**src/rtl/coarse_tile_scheduler_if.sv**
```systemverilog
// Shade-request / shade-result / pixel-write bundle for the coarse tile scheduler.
// master = scheduler side; slave = shader dispatch + tile colour buffer side.
interface coarse_tile_scheduler_if #(
  parameter int COORD_W = 8,
  parameter int DATA_W  = 32
);
  logic               req_valid;
  logic               req_ready;
  logic [COORD_W-1:0] req_cen_x;
  logic [COORD_W-1:0] req_cen_y;
  logic [COORD_W-1:0] req_group_id;

  logic               rsp_valid;
  logic               rsp_ready;
  logic [DATA_W-1:0]  rsp_data;

  logic               wr_valid;
  logic               wr_ready;
  logic [COORD_W-1:0] wr_x;
  logic [COORD_W-1:0] wr_y;
  logic [DATA_W-1:0]  wr_data;

  modport master (
    output req_valid, req_cen_x, req_cen_y, req_group_id,
    input  req_ready,
    input  rsp_valid, rsp_data,
    output rsp_ready,
    output wr_valid, wr_x, wr_y, wr_data,
    input  wr_ready
  );

  modport slave (
    input  req_valid, req_cen_x, req_cen_y, req_group_id,
    output req_ready,
    output rsp_valid, rsp_data,
    input  rsp_ready,
    input  wr_valid, wr_x, wr_y, wr_data,
    output wr_ready
  );
endinterface

```
**src/rtl/coarse_tile_scheduler.sv**
```systemverilog
// Coarse pixel shading sequencer for one tile: one centroid request per group,
// then the shaded result is broadcast as per-pixel writes over the group.
// Ports: clk, rst (sync, active high), start, rate_log2 (0=1x1,1=2x2,2/3=4x4),
//   busy, done, bus (req/rsp/wr handshakes, master modport).
// Optional: COARSE_SCHED_COVERAGE_EN adds cov_mask (bit y*TILE_W+x, sampled on
//   start); uncovered groups are skipped and uncovered pixels are not written.
module coarse_tile_scheduler #(
  parameter int TILE_W  = 16,
  parameter int TILE_H  = 16,
  parameter int COORD_W = 8,
  parameter int DATA_W  = 32
) (
  input  logic                     clk,
  input  logic                     rst,
  input  logic                     start,
  input  logic [1:0]               rate_log2,
`ifdef COARSE_SCHED_COVERAGE_EN
  input  logic [TILE_W*TILE_H-1:0] cov_mask,
`endif
  output logic                     busy,
  output logic                     done,
  coarse_tile_scheduler_if.master  bus
);

  typedef enum logic [2:0] {
    S_IDLE,
    S_REQ,
    S_WAIT,
    S_WRITE,
    S_DONE
  } state_t;

  // Last group index per rate, and groups per row (mod 2^COORD_W).
  localparam logic [COORD_W-1:0] GXM0 = COORD_W'(TILE_W - 1);
  localparam logic [COORD_W-1:0] GXM1 = COORD_W'(TILE_W / 2 - 1);
  localparam logic [COORD_W-1:0] GXM2 = COORD_W'(TILE_W / 4 - 1);
  localparam logic [COORD_W-1:0] GYM0 = COORD_W'(TILE_H - 1);
  localparam logic [COORD_W-1:0] GYM1 = COORD_W'(TILE_H / 2 - 1);
  localparam logic [COORD_W-1:0] GYM2 = COORD_W'(TILE_H / 4 - 1);
  localparam logic [COORD_W-1:0] GPR0 = COORD_W'(TILE_W);
  localparam logic [COORD_W-1:0] GPR1 = COORD_W'(TILE_W / 2);
  localparam logic [COORD_W-1:0] GPR2 = COORD_W'(TILE_W / 4);

  state_t             state_q, state_d;
  logic [1:0]         r_q, r_d;
  logic [COORD_W-1:0] gx_q, gx_d;
  logic [COORD_W-1:0] gy_q, gy_d;
  logic [COORD_W-1:0] sx_q, sx_d;
  logic [COORD_W-1:0] sy_q, sy_d;
  logic [DATA_W-1:0]  data_q, data_d;

  logic [COORD_W-1:0] gx_max;
  logic [COORD_W-1:0] gy_max;
  logic [COORD_W-1:0] gpr;
  logic [COORD_W-1:0] s_max;
  logic [COORD_W-1:0] half;
  logic [COORD_W-1:0] base_x;
  logic [COORD_W-1:0] base_y;
  logic [COORD_W-1:0] gx_nx;
  logic [COORD_W-1:0] gy_nx;
  logic               last_grp;

  logic               grp_cov;
  logic               pix_cov;
  logic               any_cov;

  always_comb begin
    case (r_q)
      2'd0: begin
        gx_max = GXM0;
        gy_max = GYM0;
        gpr    = GPR0;
        s_max  = '0;
        half   = '0;
      end
      2'd1: begin
        gx_max = GXM1;
        gy_max = GYM1;
        gpr    = GPR1;
        s_max  = COORD_W'(1);
        half   = COORD_W'(1);
      end
      default: begin
        gx_max = GXM2;
        gy_max = GYM2;
        gpr    = GPR2;
        s_max  = COORD_W'(3);
        half   = COORD_W'(2);
      end
    endcase
  end

  assign base_x   = gx_q << r_q;
  assign base_y   = gy_q << r_q;
  assign last_grp = (gx_q == gx_max) && (gy_q == gy_max);
  assign gx_nx    = (gx_q == gx_max) ? '0 : gx_q + 1'b1;
  assign gy_nx    = (gx_q == gx_max) ? gy_q + 1'b1 : gy_q;

`ifdef COARSE_SCHED_COVERAGE_EN
  localparam int NPIX = TILE_W * TILE_H;
  localparam int IW   = (NPIX > 1) ? $clog2(NPIX) : 1;

  logic [NPIX-1:0] mask_q;

  always_ff @(posedge clk) begin
    if (rst) begin
      mask_q <= '0;
    end else if (state_q == S_IDLE && start) begin
      mask_q <= cov_mask;
    end
  end

  assign any_cov = |mask_q;

  // A group counts as covered if any pixel whose group coordinate
  // matches (gx,gy) at the current rate is set in the mask.
  always_comb begin
    grp_cov = 1'b0;
    for (int y = 0; y < TILE_H; y++) begin
      for (int x = 0; x < TILE_W; x++) begin
        if (mask_q[IW'(y * TILE_W + x)] &&
            (COORD_W'(x >> r_q) == gx_q) &&
            (COORD_W'(y >> r_q) == gy_q)) begin
          grp_cov = 1'b1;
        end
      end
    end
  end

  always_comb begin
    pix_cov = mask_q[IW'(int'(bus.wr_y) * TILE_W + int'(bus.wr_x))];
  end
`else
  assign any_cov = 1'b1;
  assign grp_cov = 1'b1;
  assign pix_cov = 1'b1;
`endif

  always_ff @(posedge clk) begin
    if (rst) begin
      state_q <= S_IDLE;
      r_q     <= '0;
      gx_q    <= '0;
      gy_q    <= '0;
      sx_q    <= '0;
      sy_q    <= '0;
      data_q  <= '0;
    end else begin
      state_q <= state_d;
      r_q     <= r_d;
      gx_q    <= gx_d;
      gy_q    <= gy_d;
      sx_q    <= sx_d;
      sy_q    <= sy_d;
      data_q  <= data_d;
    end
  end

  always_comb begin
    state_d = state_q;
    r_d     = r_q;
    gx_d    = gx_q;
    gy_d    = gy_q;
    sx_d    = sx_q;
    sy_d    = sy_q;
    data_d  = data_q;
    case (state_q)
      S_IDLE: begin
        if (start) begin
          r_d     = (rate_log2 == 2'd3) ? 2'd2 : rate_log2;
          gx_d    = '0;
          gy_d    = '0;
          sx_d    = '0;
          sy_d    = '0;
          state_d = S_REQ;
        end
      end
      S_REQ: begin
        if (!any_cov) begin
          state_d = S_DONE;
        end else if (!grp_cov) begin
          // Empty group: step over it without a request.
          if (last_grp) begin
            state_d = S_DONE;
          end else begin
            gx_d = gx_nx;
            gy_d = gy_nx;
          end
        end else if (bus.req_ready) begin
          state_d = S_WAIT;
        end
      end
      S_WAIT: begin
        if (bus.rsp_valid) begin
          data_d  = bus.rsp_data;
          sx_d    = '0;
          sy_d    = '0;
          state_d = S_WRITE;
        end
      end
      S_WRITE: begin
        // Uncovered pixels advance without a handshake.
        if (bus.wr_ready || !pix_cov) begin
          if (sx_q == s_max) begin
            sx_d = '0;
            if (sy_q == s_max) begin
              sy_d = '0;
              if (last_grp) begin
                state_d = S_DONE;
              end else begin
                gx_d    = gx_nx;
                gy_d    = gy_nx;
                state_d = S_REQ;
              end
            end else begin
              sy_d = sy_q + 1'b1;
            end
          end else begin
            sx_d = sx_q + 1'b1;
          end
        end
      end
      S_DONE: begin
        state_d = S_IDLE;
      end
      default: begin
        state_d = S_IDLE;
      end
    endcase
  end

  // All outputs are decoded from registered state only.
  assign busy             = (state_q != S_IDLE);
  assign done             = (state_q == S_DONE);
  assign bus.req_valid    = (state_q == S_REQ) && grp_cov;
  assign bus.req_cen_x    = base_x + half;
  assign bus.req_cen_y    = base_y + half;
  assign bus.req_group_id = gy_q * gpr + gx_q;
  assign bus.rsp_ready    = (state_q == S_WAIT);
  assign bus.wr_valid     = (state_q == S_WRITE) && pix_cov;
  assign bus.wr_x         = base_x + sx_q;
  assign bus.wr_y         = base_y + sy_q;
  assign bus.wr_data      = data_q;

endmodule
```
**src/flat_wrapper.sv**
```systemverilog
// flat-port wrapper written by rule: the top's interface ports become plain ports
module coarse_tile_scheduler_flat 
#(
  parameter int TILE_W  = 16,
  parameter int TILE_H  = 16,
  parameter int COORD_W = 8,
  parameter int DATA_W  = 32
)
  (clk, rst, start, rate_log2, busy, done, bus_req_valid, bus_req_cen_x, bus_req_cen_y, bus_req_group_id, bus_req_ready, bus_rsp_valid, bus_rsp_data, bus_rsp_ready, bus_wr_valid, bus_wr_x, bus_wr_y, bus_wr_data, bus_wr_ready);
  coarse_tile_scheduler_if #(.COORD_W(COORD_W), .DATA_W(DATA_W)) bus_i ();
  input  logic clk;
  input  logic rst;
  input  logic start;
  input  logic [1:0] rate_log2;
  output logic busy;
  output logic done;
  output wire logic [$bits(bus_i.req_valid)-1:0] bus_req_valid;
  output wire logic [$bits(bus_i.req_cen_x)-1:0] bus_req_cen_x;
  output wire logic [$bits(bus_i.req_cen_y)-1:0] bus_req_cen_y;
  output wire logic [$bits(bus_i.req_group_id)-1:0] bus_req_group_id;
  input wire logic [$bits(bus_i.req_ready)-1:0] bus_req_ready;
  input wire logic [$bits(bus_i.rsp_valid)-1:0] bus_rsp_valid;
  input wire logic [$bits(bus_i.rsp_data)-1:0] bus_rsp_data;
  output wire logic [$bits(bus_i.rsp_ready)-1:0] bus_rsp_ready;
  output wire logic [$bits(bus_i.wr_valid)-1:0] bus_wr_valid;
  output wire logic [$bits(bus_i.wr_x)-1:0] bus_wr_x;
  output wire logic [$bits(bus_i.wr_y)-1:0] bus_wr_y;
  output wire logic [$bits(bus_i.wr_data)-1:0] bus_wr_data;
  input wire logic [$bits(bus_i.wr_ready)-1:0] bus_wr_ready;
  assign bus_req_valid = bus_i.req_valid;
  assign bus_req_cen_x = bus_i.req_cen_x;
  assign bus_req_cen_y = bus_i.req_cen_y;
  assign bus_req_group_id = bus_i.req_group_id;
  assign bus_i.req_ready = bus_req_ready;
  assign bus_i.rsp_valid = bus_rsp_valid;
  assign bus_i.rsp_data = bus_rsp_data;
  assign bus_rsp_ready = bus_i.rsp_ready;
  assign bus_wr_valid = bus_i.wr_valid;
  assign bus_wr_x = bus_i.wr_x;
  assign bus_wr_y = bus_i.wr_y;
  assign bus_wr_data = bus_i.wr_data;
  assign bus_i.wr_ready = bus_wr_ready;
  coarse_tile_scheduler #(.TILE_W(TILE_W), .TILE_H(TILE_H), .COORD_W(COORD_W), .DATA_W(DATA_W)) u_core (.clk(clk), .rst(rst), .start(start), .rate_log2(rate_log2), .busy(busy), .done(done), .bus(bus_i));
endmodule
```
**config.mk**
```make
export PLATFORM = sky130hd
export DESIGN_NAME = coarse_tile_scheduler_flat
export DESIGN_NICKNAME = d
export VERILOG_FILES = /design/src/rtl/coarse_tile_scheduler_if.sv /design/src/rtl/coarse_tile_scheduler.sv /design/src/flat_wrapper.sv
export SDC_FILE = /design/constraint.sdc
export NUM_CORES = 1
export LEC_CHECK = 0
export ABC_AREA = 1
export CAP_MARGIN = 20
export CORE_ASPECT_RATIO = 1.4
export CORE_MARGIN = 5
export CORE_UTILIZATION = 38
export DETAILED_ROUTE_END_ITERATION = 10
export PLACE_DENSITY = 0.68
export SYNTH_ARGS = -nofsm -noshare
export SYNTH_HDL_FRONTEND = slang
export SYNTH_SLANG_ARGS = --single-unit
```
**constraint.sdc**
```tcl
create_clock -name clk -period 5.95 [get_ports clk]
set_clock_uncertainty 0.1 [all_clocks]
set_input_delay 1.19 -clock clk [delete_from_list [all_inputs] [get_ports clk]]
set_output_delay 1.19 -clock clk [all_outputs]
set_load 0.03 [all_outputs]
```
==> results.json <==
{
  "cts_tree": "yes",
  "area_delta_synth_final_pct": 32.2,
  "arrival_ps": 4120,
  "drtPass1Iterations": 5,
  "end_kind": "output pin",
  "die_area_um2": 15400,
  "crit_type": "flip-flop to output pin",
  "ys_warn_count": 0,
  "dpl_worst_slack_ps": 874,
  "post-dp-hpwl_um": 10800,
  "diodes": 0,
  "min_path_type": "flip-flop to flip-flop",
  "ios": 117,
  "yosysSeqAreaShare_pct": 28.0,
  "p_total_uw": 2340,
  "route.detailed.drc": 0,
  "fmaxAchievable_ghz": 0.185,
  "syn_area_um2": 4930,
  "grt_max_degree": 34,
  "rows": 49,
  "worst-path-max-fanout": 17,
  "cap_viol_max_count": 0,
  "antenna_found_initial": 0,
  "hold_buffers": 0,
  "initial_utilization_pct": 38.5,
  "slew_headroom_pct": 36.6,
  "cts_root_buf": "clkbuf_16",
  "peakVddDrop_mv": 0.230,
  "startpoint_type": "flip-flop",
  "fin_area_um2": 6520,
  "die_x_um": 106,
  "finalCritPeriodShare_pct": 91.0,
  "io_buffers": 116,
  "syn_nets": 797,
  "setup_tns_ps": 0,
  "holdWs_ps": 392,
  "tightestPinTransition_ps": 949,
  "ant_nets": 0,
  "avgRoutedWirePerCell_um": 14.0,
  "clockBufferDepth": 2,
  "cts_resized": 0,
  "grtUsageTotal_pct": 17.8,
  "drt-total-wl_um": 13700,
  "post_drt_via_cell_ratio": 5.07,
  "overflow": 0,
  "required_ps": 4660,
  "grt_pass1_wl_um": 22400,
  "finalNetCount": 904,
  "cts_sinks": 69,
  "vias": 4950,
  "place.gp.congestion": 0.899,
  "post_cts_buffers": 0,
  "die_h_um": 145,
  "cts_max_level": 3,
  "grt_pass1_vias": 4655,
  "layout_setup_ws_ps": 538,
  "finalMaxSlewViolations": 0,
  "drtIter0Drc": 282,
  "setup_viol": 0,
  "avgSynthCellArea_um2": 6.93,
  "clk_pin_slew_worst_paths_ps": 60,
  "ys_seq_elements": 69,
  "layout-drive-gt1-share_pct": 6.31,
  "synth_cell_type_count": 40,
  "fin_crit_ps": 5410,
  "syn_inst": 712,
  "clk_latency_ps": 330,
  "rsz0062_at_grt": "false",
  "cellLeakagePower_uw": 0.00281,
  "status": "complete, no violations",
  "cts_buffers": 9,
  "power_density_nw_per_um2": 358,
  "coreArea_um2": 12800,
  "finalHoldViolCount": 0,
  "placed_cell_area_um2": 6190
}
final cells by class:
type / count / area [µm²]
Clock inverter: 7 / 105
Sequential cell: 69 / 1380
Clock buffer: 9 / 225
Inverter: 76 / 285
Tap cell: 153 / 191
Timing Repair Buffer: 121 / 1200
Fill cell: 1272 / 6290
Multi-Input combinational cell: 542 / 3140
worst max-delay path, cell delays in order, from the launching register on:
cell and delay, ps:
dfxtp_1 320, inv_2 230, nand2_1 200, inv_1 220
nand2_1 110, fa_1 480, fa_1 510, inv_1 50
ha_1 270, ha_1 140, inv_1 50, fa_1 370
xnor2_1 150, clkdlybuf4s50_1 690
report_power, final:
| part | total (µW) | internal (µW) | leakage, µW | switching (µW) |
|---|---|---|---|---|
| clock network | 600 | 374 | 0.000159 | 226 |
| logic | 1140 | 399 | 0.00210 | 741 |
| registers | 596 | 529 | 0.000559 | 67.7 |
| total | 2340 | 1300 | 0.00281 | 1030 |
kinds of logic (layout without fill, tap and decap cells):
kind of cell	count (synthesis)	after routing	synth area share (%)
AOI/OAI and AO/OA	130	130	14.5
adders and majority gates	45	45	13.1
buffers and inverters	101	213	8.39
and+or+nand+nor	324	324	28.4
xor gates and xnor gates	43	43	7.63
DFF	69	69	28.0
metal layers:
metal | vias to the layer above | global-route usage, % | wire [µm]
li1 | 2538 | - | -
met1 | 2221 | 20.4 | 5650
met2 | 165 | 31.3 | 6600
met3 | 26 | 4.93 | 1020
met4 | 0 | 7.09 | 410
met5 | - | 0 | 0
sequential cells by signal, summed over array words and instances, names as in the netlist:
register            flops
u_core.bus.wr_data     32
u_core.gx_q             8
u_core.gy_q             8
u_core.sx_q             8
u_core.sy_q             8
u_core.state_q          3
u_core.r_q              2
worst paths after layout:
check             slack (ps)  cells after the start                  end               from
hold / removal           390                      2    u_core.state_q[1]  u_core.state_q[1]
hold reg to reg          390                      2    u_core.state_q[1]  u_core.state_q[1]
setup reg to reg        2940                     11       u_core.sy_q[3]  u_core.state_q[1]
setup / recovery         540                     13  bus_req_group_id[6]      u_core.r_q[1]
layout by cell type (no fill, tap or decap), drive strengths merged:
| master | count |
|---|---|
| xor2 | 31 |
| xnor2 | 12 |
| nand3b | 5 |
| nor2 | 137 |
| o21a | 1 |
| bufinv | 2 |
| and2 | 2 |
| ha | 34 |
| o21ai | 73 |
| a211oi | 2 |
| nand4 | 16 |
| a21oi | 41 |
| a22oi | 3 |
| clkinv | 1 |
| o22ai | 2 |
| clkdlybuf4s50 | 115 |
| or2 | 3 |
| dfxtp | 69 |
| a31o | 1 |
| clkinvlp | 1 |
| clkbuf | 9 |
| nor3b | 4 |
| nor3 | 9 |
| o221ai | 4 |
| o211ai | 2 |
| nand3 | 30 |
| a21o | 1 |
| nand2 | 118 |
| inv | 79 |
| buf | 6 |
| fa | 11 |
cell usage after synthesis:
cell type | number | share of area (%)
or2_2 | 3 | 0.38
and2_1 | 2 | 0.25
a211oi_1 | 2 | 0.30
a31o_2 | 1 | 0.18
a21oi_2 | 1 | 0.18
nor3b_1 | 4 | 0.61
o21ai_1 | 10 | 1.0
nand3b_1 | 4 | 0.61
o21ai_2 | 3 | 0.53
o21a_1 | 1 | 0.15
nor3_1 | 9 | 0.91
xnor2_1 | 12 | 2.1
nand3_1 | 28 | 2.8
clkbuf_1 | 14 | 1.1
nor2_2 | 3 | 0.38
ha_1 | 34 | 8.6
a21oi_1 | 40 | 4.1
buf_4 | 6 | 0.91
fa_1 | 11 | 4.5
dfxtp_1 | 69 | 28
inv_1 | 68 | 5.2
o22ai_1 | 1 | 0.13
xor2_1 | 31 | 5.5
nor2_1 | 133 | 10
nand3_2 | 2 | 0.41
nor2_4 | 1 | 0.23
buf_6 | 1 | 0.23
o22ai_2 | 1 | 0.25
nand3b_2 | 1 | 0.23
a21o_1 | 1 | 0.15
buf_2 | 4 | 0.41
o211ai_1 | 2 | 0.30
o21ai_0 | 60 | 6.1
inv_2 | 8 | 0.61
a22oi_1 | 3 | 0.46
o221ai_1 | 4 | 0.71
nand4_1 | 16 | 2.0
nand2_4 | 1 | 0.23
nand2_2 | 5 | 0.63
nand2_1 | 112 | 8.5
through the flow:
stage / utilization (%) / instances
2_1_floorplan: - / 712
3_3_place_gp: 48.3 / 961
3_5_place_dp: 48.3 / 961
4_1_cts: 50.9 / 977
5_1_grt: 50.9 / 977
6_report: 50.9 / 977
Power figures use the tool's default switching activity.
